--- config.mk ---
export PLATFORM = sky130hd
export DESIGN_NAME = peripheral_biu_initiator_tl
export DESIGN_NICKNAME = d
export VERILOG_FILES = /design/src/rtl/peripheral_biu_pkg.sv /design/src/rtl/peripheral_biu_timeout_counter.sv /design/src/rtl/peripheral_biu_initiator_tl.sv
export SDC_FILE = /design/constraint.sdc
export NUM_CORES = 1
export LEC_CHECK = 0
export ABC_AREA = 1
export CORE_AREA = 3 3 186 188
export DETAILED_ROUTE_END_ITERATION = 12
export DIE_AREA = 0 0 189 191
export SYNTH_ARGS = -nofsm -noshare
export SYNTH_HDL_FRONTEND = slang
export SYNTH_SLANG_ARGS = --single-unit
export TNS_END_PERCENT = 1
--- constraint.sdc ---
create_clock -name clk -period 2.5 [get_ports clk]
set_clock_uncertainty 0.15 [all_clocks]
set_input_delay 0.375 -clock clk [delete_from_list [all_inputs] [get_ports clk]]
set_output_delay 0.375 -clock clk [all_outputs]
set_load 0.05 [all_outputs]
--- src/rtl/peripheral_biu_pkg.sv ---
// Shared encodings for the BIU core-port initiator: transfer sizes, burst
// types, protection bit positions and the initiator FSM state.
package peripheral_biu_pkg;

  typedef enum logic [2:0] {
    SIZE_BYTE  = 3'd0,
    SIZE_HWORD = 3'd1,
    SIZE_WORD  = 3'd2,
    SIZE_DWORD = 3'd3
  } biu_size_t;

  typedef enum logic [2:0] {
    BURST_SINGLE = 3'd0,
    BURST_INCR   = 3'd1,
    BURST_WRAP   = 3'd2
  } biu_type_t;

  // Bit positions inside the 3-bit protection field.
  localparam int PROT_PRIVILEGED  = 0;
  localparam int PROT_NONSECURE   = 1;
  localparam int PROT_INSTRUCTION = 2;

  typedef enum logic [1:0] {
    ST_IDLE = 2'd0,
    ST_REQ  = 2'd1,
    ST_WAIT = 2'd2,
    ST_RSP  = 2'd3
  } biu_state_t;

endpackage

--- src/rtl/peripheral_biu_timeout_counter.sv ---
// Saturating cycle counter used as the transfer watchdog. `expired` is high
// during the TIMEOUT-th enabled cycle after a clear, so the owner can leave
// its waiting state on that edge.
module peripheral_biu_timeout_counter #(
  parameter int TIMEOUT = 255
) (
  input  logic clk,
  input  logic rst,
  input  logic clear,
  input  logic enable,
  output logic expired
);

  localparam int CW = $clog2(TIMEOUT + 1);
  localparam logic [CW-1:0] LAST = CW'(TIMEOUT - 1);

  logic [CW-1:0] count;

  // Count enabled cycles, holding at the last value until the next clear.
  always_ff @(posedge clk) begin
    // NOTE: registers use non-blocking assignments so every flop samples pre-edge values.
    if (rst || clear) begin
      count <= '0;
    end else if (enable && (count != LAST)) begin
      count <= count + CW'(1);
    end
  end

  assign expired = (count == LAST);

endmodule

--- src/rtl/peripheral_biu_initiator_tl.sv ---
// Single-transfer BIU initiator: takes one command on a valid/ready channel,
// runs one SINGLE transfer on the BIU core port, and returns the result on a
// valid/ready response channel. A watchdog forces an error response when the
// responder stays silent.
module peripheral_biu_initiator_tl
  import peripheral_biu_pkg::*;
#(
  parameter int XLEN    = 64,
  parameter int PLEN    = 64,
  parameter int TIMEOUT = 255
) (
  input  logic            clk,
  input  logic            rst,
  // command channel
  input  logic            cmd_valid,
  output logic            cmd_ready,
  input  logic            cmd_we,
  input  logic [PLEN-1:0] cmd_adr,
  input  logic [2:0]      cmd_size,
  input  logic [2:0]      cmd_prot,
  input  logic            cmd_lock,
  input  logic [XLEN-1:0] cmd_data,
  // response channel
  output logic            rsp_valid,
  input  logic            rsp_ready,
  output logic [XLEN-1:0] rsp_data,
  output logic            rsp_err,
  output logic            rsp_timeout,
  // BIU core port
  output logic            biu_stb_o,
  input  logic            biu_stb_ack_i,
  input  logic            biu_d_ack_i,
  output logic [PLEN-1:0] biu_adri_o,
  input  logic [PLEN-1:0] biu_adro_i,
  output logic [2:0]      biu_size_o,
  output logic [2:0]      biu_type_o,
  output logic [2:0]      biu_prot_o,
  output logic            biu_lock_o,
  output logic            biu_we_o,
  output logic [XLEN-1:0] biu_d_o,
  input  logic [XLEN-1:0] biu_q_i,
  input  logic            biu_ack_i,
  input  logic            biu_err_i
);

  biu_state_t state;
  logic       expired;
  logic       timer_clear;
  logic       timer_enable;
  logic       accepted;
  logic       done;

  // The address echo and write-data acknowledge carry no information we act on.
  logic unused_biu_inputs;
  assign unused_biu_inputs = ^{biu_adro_i, biu_d_ack_i};

  assign timer_clear  = (state == ST_IDLE) && cmd_valid;
  assign timer_enable = (state == ST_REQ) || (state == ST_WAIT);
  // Ack/err only count once the strobe has been taken (now or earlier).
  assign accepted     = (state == ST_WAIT) || biu_stb_ack_i;
  assign done         = timer_enable && accepted && (biu_ack_i || biu_err_i);

  peripheral_biu_timeout_counter #(
    .TIMEOUT (TIMEOUT)
  ) u_timeout (
    .clk     (clk),
    .rst     (rst),
    .clear   (timer_clear),
    .enable  (timer_enable),
    .expired (expired)
  );

  // Transfer FSM with every port output registered alongside the state.
  always_ff @(posedge clk) begin
    if (rst) begin
      state       <= ST_IDLE;
      cmd_ready   <= 1'b1;
      rsp_valid   <= 1'b0;
      rsp_data    <= '0;
      rsp_err     <= 1'b0;
      rsp_timeout <= 1'b0;
      biu_stb_o   <= 1'b0;
      biu_adri_o  <= '0;
      biu_size_o  <= '0;
      biu_type_o  <= BURST_SINGLE;
      biu_prot_o  <= '0;
      biu_lock_o  <= 1'b0;
      biu_we_o    <= 1'b0;
      biu_d_o     <= '0;
    end else begin
      case (state)
        ST_IDLE: begin
          if (cmd_valid) begin
            cmd_ready  <= 1'b0;
            biu_stb_o  <= 1'b1;
            biu_adri_o <= cmd_adr;
            biu_size_o <= cmd_size;
            biu_type_o <= BURST_SINGLE;
            biu_prot_o <= cmd_prot;
            biu_lock_o <= cmd_lock;
            biu_we_o   <= cmd_we;
            biu_d_o    <= cmd_data;
            state      <= ST_REQ;
          end
        end

        ST_REQ, ST_WAIT: begin
          if (done) begin
            // Error wins over a simultaneous ack and suppresses read data.
            rsp_valid   <= 1'b1;
            rsp_err     <= biu_err_i;
            rsp_timeout <= 1'b0;
            rsp_data    <= (biu_err_i || biu_we_o) ? '0 : biu_q_i;
            biu_stb_o   <= 1'b0;
            biu_we_o    <= 1'b0;
            biu_d_o     <= '0;
            state       <= ST_RSP;
          end else if (expired) begin
            rsp_valid   <= 1'b1;
            rsp_err     <= 1'b1;
            rsp_timeout <= 1'b1;
            rsp_data    <= '0;
            biu_stb_o   <= 1'b0;
            biu_we_o    <= 1'b0;
            biu_d_o     <= '0;
            state       <= ST_RSP;
          end else if ((state == ST_REQ) && biu_stb_ack_i) begin
            biu_stb_o <= 1'b0;
            state     <= ST_WAIT;
          end
        end

        ST_RSP: begin
          if (rsp_ready) begin
            rsp_valid   <= 1'b0;
            rsp_data    <= '0;
            rsp_err     <= 1'b0;
            rsp_timeout <= 1'b0;
            cmd_ready   <= 1'b1;
            state       <= ST_IDLE;
          end
        end

        default: begin
          cmd_ready <= 1'b1;
          state     <= ST_IDLE;
        end
      endcase
    end
  end

endmodule

# --- Yosys cells after proc, flatten, opt, wreduce, memory -nomap -nowiden ---
# Index checks and enable logic that the tools add are counted.
# W data, S select, Z words.
word_totals:
  in_bits: 272
  word_cells: 79
  ff_bits: 215
classes:
  addsub: 1
  reduce_logical: 21
  eq_ne: 9
  mux: 34
ops:
  columns: ["operator", "count"]
  rows:
  - ["$mux W64", 6]
  - ["$pmux W64 S2", 2]
  - ["$reduce_and A3 Y1", 5]
  - ["$mux W1", 14]
  - ["$pmux W1 S2", 6]
  - ["$mux W2", 5]
  - ["$add A8 B1 Y8 const B", 1]
  - ["$eq A8 B8 Y1 const B", 1]
  - ["$ne A8 B8 Y1 const B", 1]
  - ["$pmux W2 S3", 1]
  - ["$reduce_bool A2 Y1", 3]
  - ["$logic_and A1 B1 Y1", 5]
  - ["$logic_or A1 B1 Y1", 5]
  - ["$eq A2 B2 Y1 const B", 2]
  - ["$ne A2 B2 Y1 const B", 2]
  - ["$ne A4 B4 Y1 const B", 1]
  - ["$ne A3 B3 Y1 const B", 1]
  - ["$eq A2 B1 Y1 const B", 1]
  - ["$logic_not A2 Y1", 1]
  - ["$reduce_and A2 Y1", 1]
  - ["$reduce_or A2 Y1", 1]

# --- Logic depth before layout (Yosys ltp) ---
logic_depth:
  depth_word: 6
  ltp_mapped: 12

# --- By module ---
# From an unflattened synthesis, not the netlist that was laid out.
hier_totals:
  cells_unflattened: 1230
  area_unflattened_um2: 8698.3
modules_own_cells:
  columns: ["mod", "n_inst", "area_per_inst_um2", "seq_area_each_um2", "cells_each"]
  rows:
  - ["peripheral_biu_initiator_tl", 1, 8220.4, 4144.0, 1161]
  - ["peripheral_biu_timeout_counter", 1, 478.0, 160.2, 69]

# --- Worst setup path before layout ---
# Ideal clock, no wire load.
synth_timing:
  kind: "reg-to-reg"
  startpoint: "register state[0]"
  endpoint: "register biu_d_o[25]"
  required_ns: 2.237
  synth_period_minus_slack_ns: 1.938
  setup_ns: 0.113
  setup_slack_ns: 0.562
  path_stages_with_launch: 11
  t_arrival_ns: 1.674
  path_buffers: 3
  cell_sequence: "dfxtp_1 -> inv_1 -> ha_1 -> buf_2 -> inv_2 -> o21ai_1 -> buf_2 -> buf_2 -> nand3_1 -> nand2_1 -> nor2_2"
synth_between:
  elab_chain_cells: 6
synth_lines:
  columns: ["element", "line", "rtl"]
  rows:
  - ["from (decl)", "peripheral_biu_initiator_tl.sv:46", "biu_state_t state;"]
  - ["from (signal assigned)", "peripheral_biu_initiator_tl.sv:76", "state <= ST_IDLE;"]
  - ["from (signal assigned)", "peripheral_biu_initiator_tl.sv:103", "state <= ST_REQ;"]
  - ["from (signal assigned)", "peripheral_biu_initiator_tl.sv:117", "state <= ST_RSP;"]
  - ["$eq A2 B1 Y1 or $eq A2 B2 Y1 (tied branches)", "peripheral_biu_initiator_tl.sv:58, peripheral_biu_initiator_tl.sv:91, peripheral_biu_initiator_tl.sv:60", null]
  - ["$logic_or A1 B1 Y1 (on tied branches)", "peripheral_biu_initiator_tl.sv:58, peripheral_biu_initiator_tl.sv:60", null]
  - ["$logic_and A1 B1 Y1 (2 in series)", "peripheral_biu_initiator_tl.sv:61", "assign done = timer_enable && accepted && (biu_ack_i || biu_err_i);"]
  - ["$ne A3 B3 Y1 (no source line) or $mux W64 (tied branches)", null, null]
  - ["$reduce_and A3 Y1 (no source line) or $pmux W64 S2 (tied branches)", null, null]
  - ["to (signal assigned)", "peripheral_biu_initiator_tl.sv:102", "biu_d_o <= cmd_data;"]
  - ["to (decl)", "peripheral_biu_initiator_tl.sv:40", "output logic [XLEN-1:0] biu_d_o,"]
# Several ways; a longest one is shown, not always the timed one.
# A chain may end at the register's enable or synchronous reset.

# --- Worst setup path in the final report ---
layout_timing:
  startpoint: "register biu_we_o"
  endpoint: "output biu_we_o"
layout_lines:
  columns: ["element", "line", "rtl"]
  rows:
  - ["from (decl)", "peripheral_biu_initiator_tl.sv:39", "output logic biu_we_o,"]
  - ["from (signal assigned)", "peripheral_biu_initiator_tl.sv:101", "biu_we_o <= cmd_we;"]
# No word-level cell between the ends.

==> reports/results.ini <==
[synthesis]
netlist_area_um2=8480
ys_types=28
yosysWarnings=0
ys.flop_type=dfxtp_1
ys_seq_area_frac=0.508
avgSynthCellArea_um2=7.28
synth_area_leader_cell=dfxtp_1
yosys-top-cells-area=dfxtp_1 (51%), nor2_1 (12%), nand2_1 (11%)
synth.ff_latch_count=215
netlist_instances=1164
yosys.area.top_type_share=0.508
synth_common_cells=nor2_1 (279), nand2_1 (244), dfxtp_1 (215), nand3_1 (137), a21oi_1 (75)
async_reset_ff_frac=0
synth-edff-count=0
synth_most_common_cell=nor2_1

[clock_tree]
cts_buffer_depth=3
clk_latency_ns=0.54
cts_tree=built
htreeDepth=1
cts_made_buffers=27
cts_root_buf=clkbuf_16
ctsHoldBuffers=0
clkTransAtPathRegs_ns=0.06
postCtsSetupRepairBufs=0
clock-sinks=215
cts_resized=0

[setup_path]
worstSetupStartpoint=biu_we_o
cp_slowest_cell=clkdlybuf4s50_1
worstPathCellList=clkdlybuf4s50_1
critPathArrivalTime_ns=1.81
endpoint_kind=output port
critical_path_buf_inv_count=1
r2r-end=biu_d_o[15]
reg2reg_depth=8
cpPeakStageDelay_ns=0.86
endpoint=biu_we_o
cp_max_fo=3
critPathTopFamily=buffers and inverters
required_ns=1.98
r2r_slack_ns=0.28
startpoint_type=flop
crit_cells=1
crit_type=reg -> out
r2r_start=state[0]

[route]
dr.pass1.iters=4
via_per_inst=4.44
wl_per_cell_um=15.0
wl_met1_mm=12.5
wl_met2_mm=13.7
via_count=8898
wl_met3_mm=3.20
drcViolationCount=0
routed_wirelength_mm=30.1
drtIter0Drc=356
top_layer=met4
ant_nets=0

[power]
power_frac_seq=0.262
p_total_mw=17.6
p_sw_frac=0.453
power.density_nw_per_um2=1260
max-vdd-ir-drop_mv=0.668
p_int_mw=9.61
leakage_nw=5.44
p_clk_frac=0.238
p_switching_mw=7.96
comb_power_share=0.501

[timing]
hold_viol=0
max_slew.worst_pin.slew_ns=0.720
fin_crit_ns=2.34
slew_headroom=0.520
finalSetupViolations=0
max_freq_ghz=0.428
finalCritPeriodShare=0.935
rsz0062_at_grt=false
fin_hold_ws_ns=0.0845
tns_ns=0
setup_slack_ns=0.162
drv_slew=0

[place]
dp_hpwl_mm=20.8
gp_congestion=0.785
placement.io_buffers=411
place_ws_ns=0.256
dpl-instance-area_um2=13000

[floorplanning]
fp.coreArea_um2=33300
die-area_um2=36100
row_count=67
ios=480
start_util=0.255
die_y_um=191
dieWidth_um=189

[layout]
drive_above_1_share=0.0528
area_growth_pct=64.6
diodes=0
fin_area_um2=14000
nNetsFinal=1813

[worst_hold_path]
hold_path_class=in -> reg
hold_start=rst
hold_path_depth=4

[global_route]
grt_pass1_vias=8493
antenna_found_initial=0
grt_max_degree=72
grt_pass1_wl_mm=46.1
grt_overflow=0
track_usage=0.155

[run_status]
status=finished, final reports clean

[run]
maxCapViolCount=0

[metrics by stage]
step / utilization / instances
2_1_floorplan: - / 1166
3_3_place_gp: 0.390 / 1953
3_5_place_dp: 0.390 / 1953
4_1_cts: 0.419 / 2002
5_1_grt: 0.419 / 2002
6_report: 0.419 / 2002
[worst min-delay path by stage]
stage                                    end  slack, ns
after floorplan           u_timeout.count[7]       0.31
after global placement          rsp_data[35]       0.30
after detailed placement        rsp_data[58]       0.30
after CTS                     biu_adri_o[40]       0.05
after global routing          biu_adri_o[34]       0.09
final                         biu_adri_o[40]       0.08
[kinds of logic (layout without fill, tap and decap cells)]
logic type | after synthesis | after routing | share of synthesized area
AO/OA/AOI/OAI | 151 | 151 | 0.0900
XOR/XNOR | 2 | 2 | 0.00207
adder cells (fa/ha/maj) | 7 | 7 | 0.0103
buffers and inverters | 110 | 498 | 0.0620
flip-flops | 215 | 215 | 0.508
other | 1 | 3 | 0.000442
AND/OR/NAND/NOR | 678 | 678 | 0.327
[sequential cells by signal, summed over array words and instances (netlist names), 2 cells and up]
signal	count
biu_adri_o	64
state	2
rsp_data	64
biu_prot_o	3
biu_size_o	3
biu_d_o	64
u_timeout.count	8
[worst register-to-register path, stage by stage, from the launching register on]
cell     delay [ns]
dfxtp_1        0.38
inv_1          0.10
ha_1           0.50
inv_2          0.13
o21ai_4        0.17
buf_4          0.41
nand3_1        0.16
nand2_1        0.08
nor2_1         0.05
[cell usage in the layout (no fill, tap or decap), drive strengths merged]
master	n
o211ai	1
nor2	287
nand4	3
o21a	1
nand3b	2
or2	1
nand3	139
nor3	1
inv	23
o21bai	1
dfxtp	215
clkbuf	36
buf	17
o21ai	73
conb	3
xor2	1
clkinv	5
xnor2	1
nand2	245
bufinv	5
clkdlybuf4s50	410
ha	7
a21oi	75
clkinvlp	2
[power groups by stage]
stage	Sequential (mW)	Clock, mW	Combinational [mW]
after floorplan	7.13	0	3.62
after global placement	4.63	0	8.81
after detailed placement	4.67	0	8.86
after CTS	4.61	4.31	8.90
after global routing	4.70	4.46	9.52
final	4.60	4.17	8.79
[final cells by class]
cell class / count / area (µm²)
repair buffers: 427 / 4370
flip-flops and latches: 215 / 4300
well taps: 448 / 561
multi-input cells: 841 / 3680
fillers: 3405 / 19300
clock inverters: 13 / 218
clock buffers: 36 / 739
inverters: 22 / 85.1
[per-layer routing]
metal,track usage,up-vias
met5,0,-
met4,0.0418,0
met2,0.252,347
met3,0.0647,47
li1,-,4462
met1,0.190,4042
Note: power is estimated with default switching activity, not from simulation.
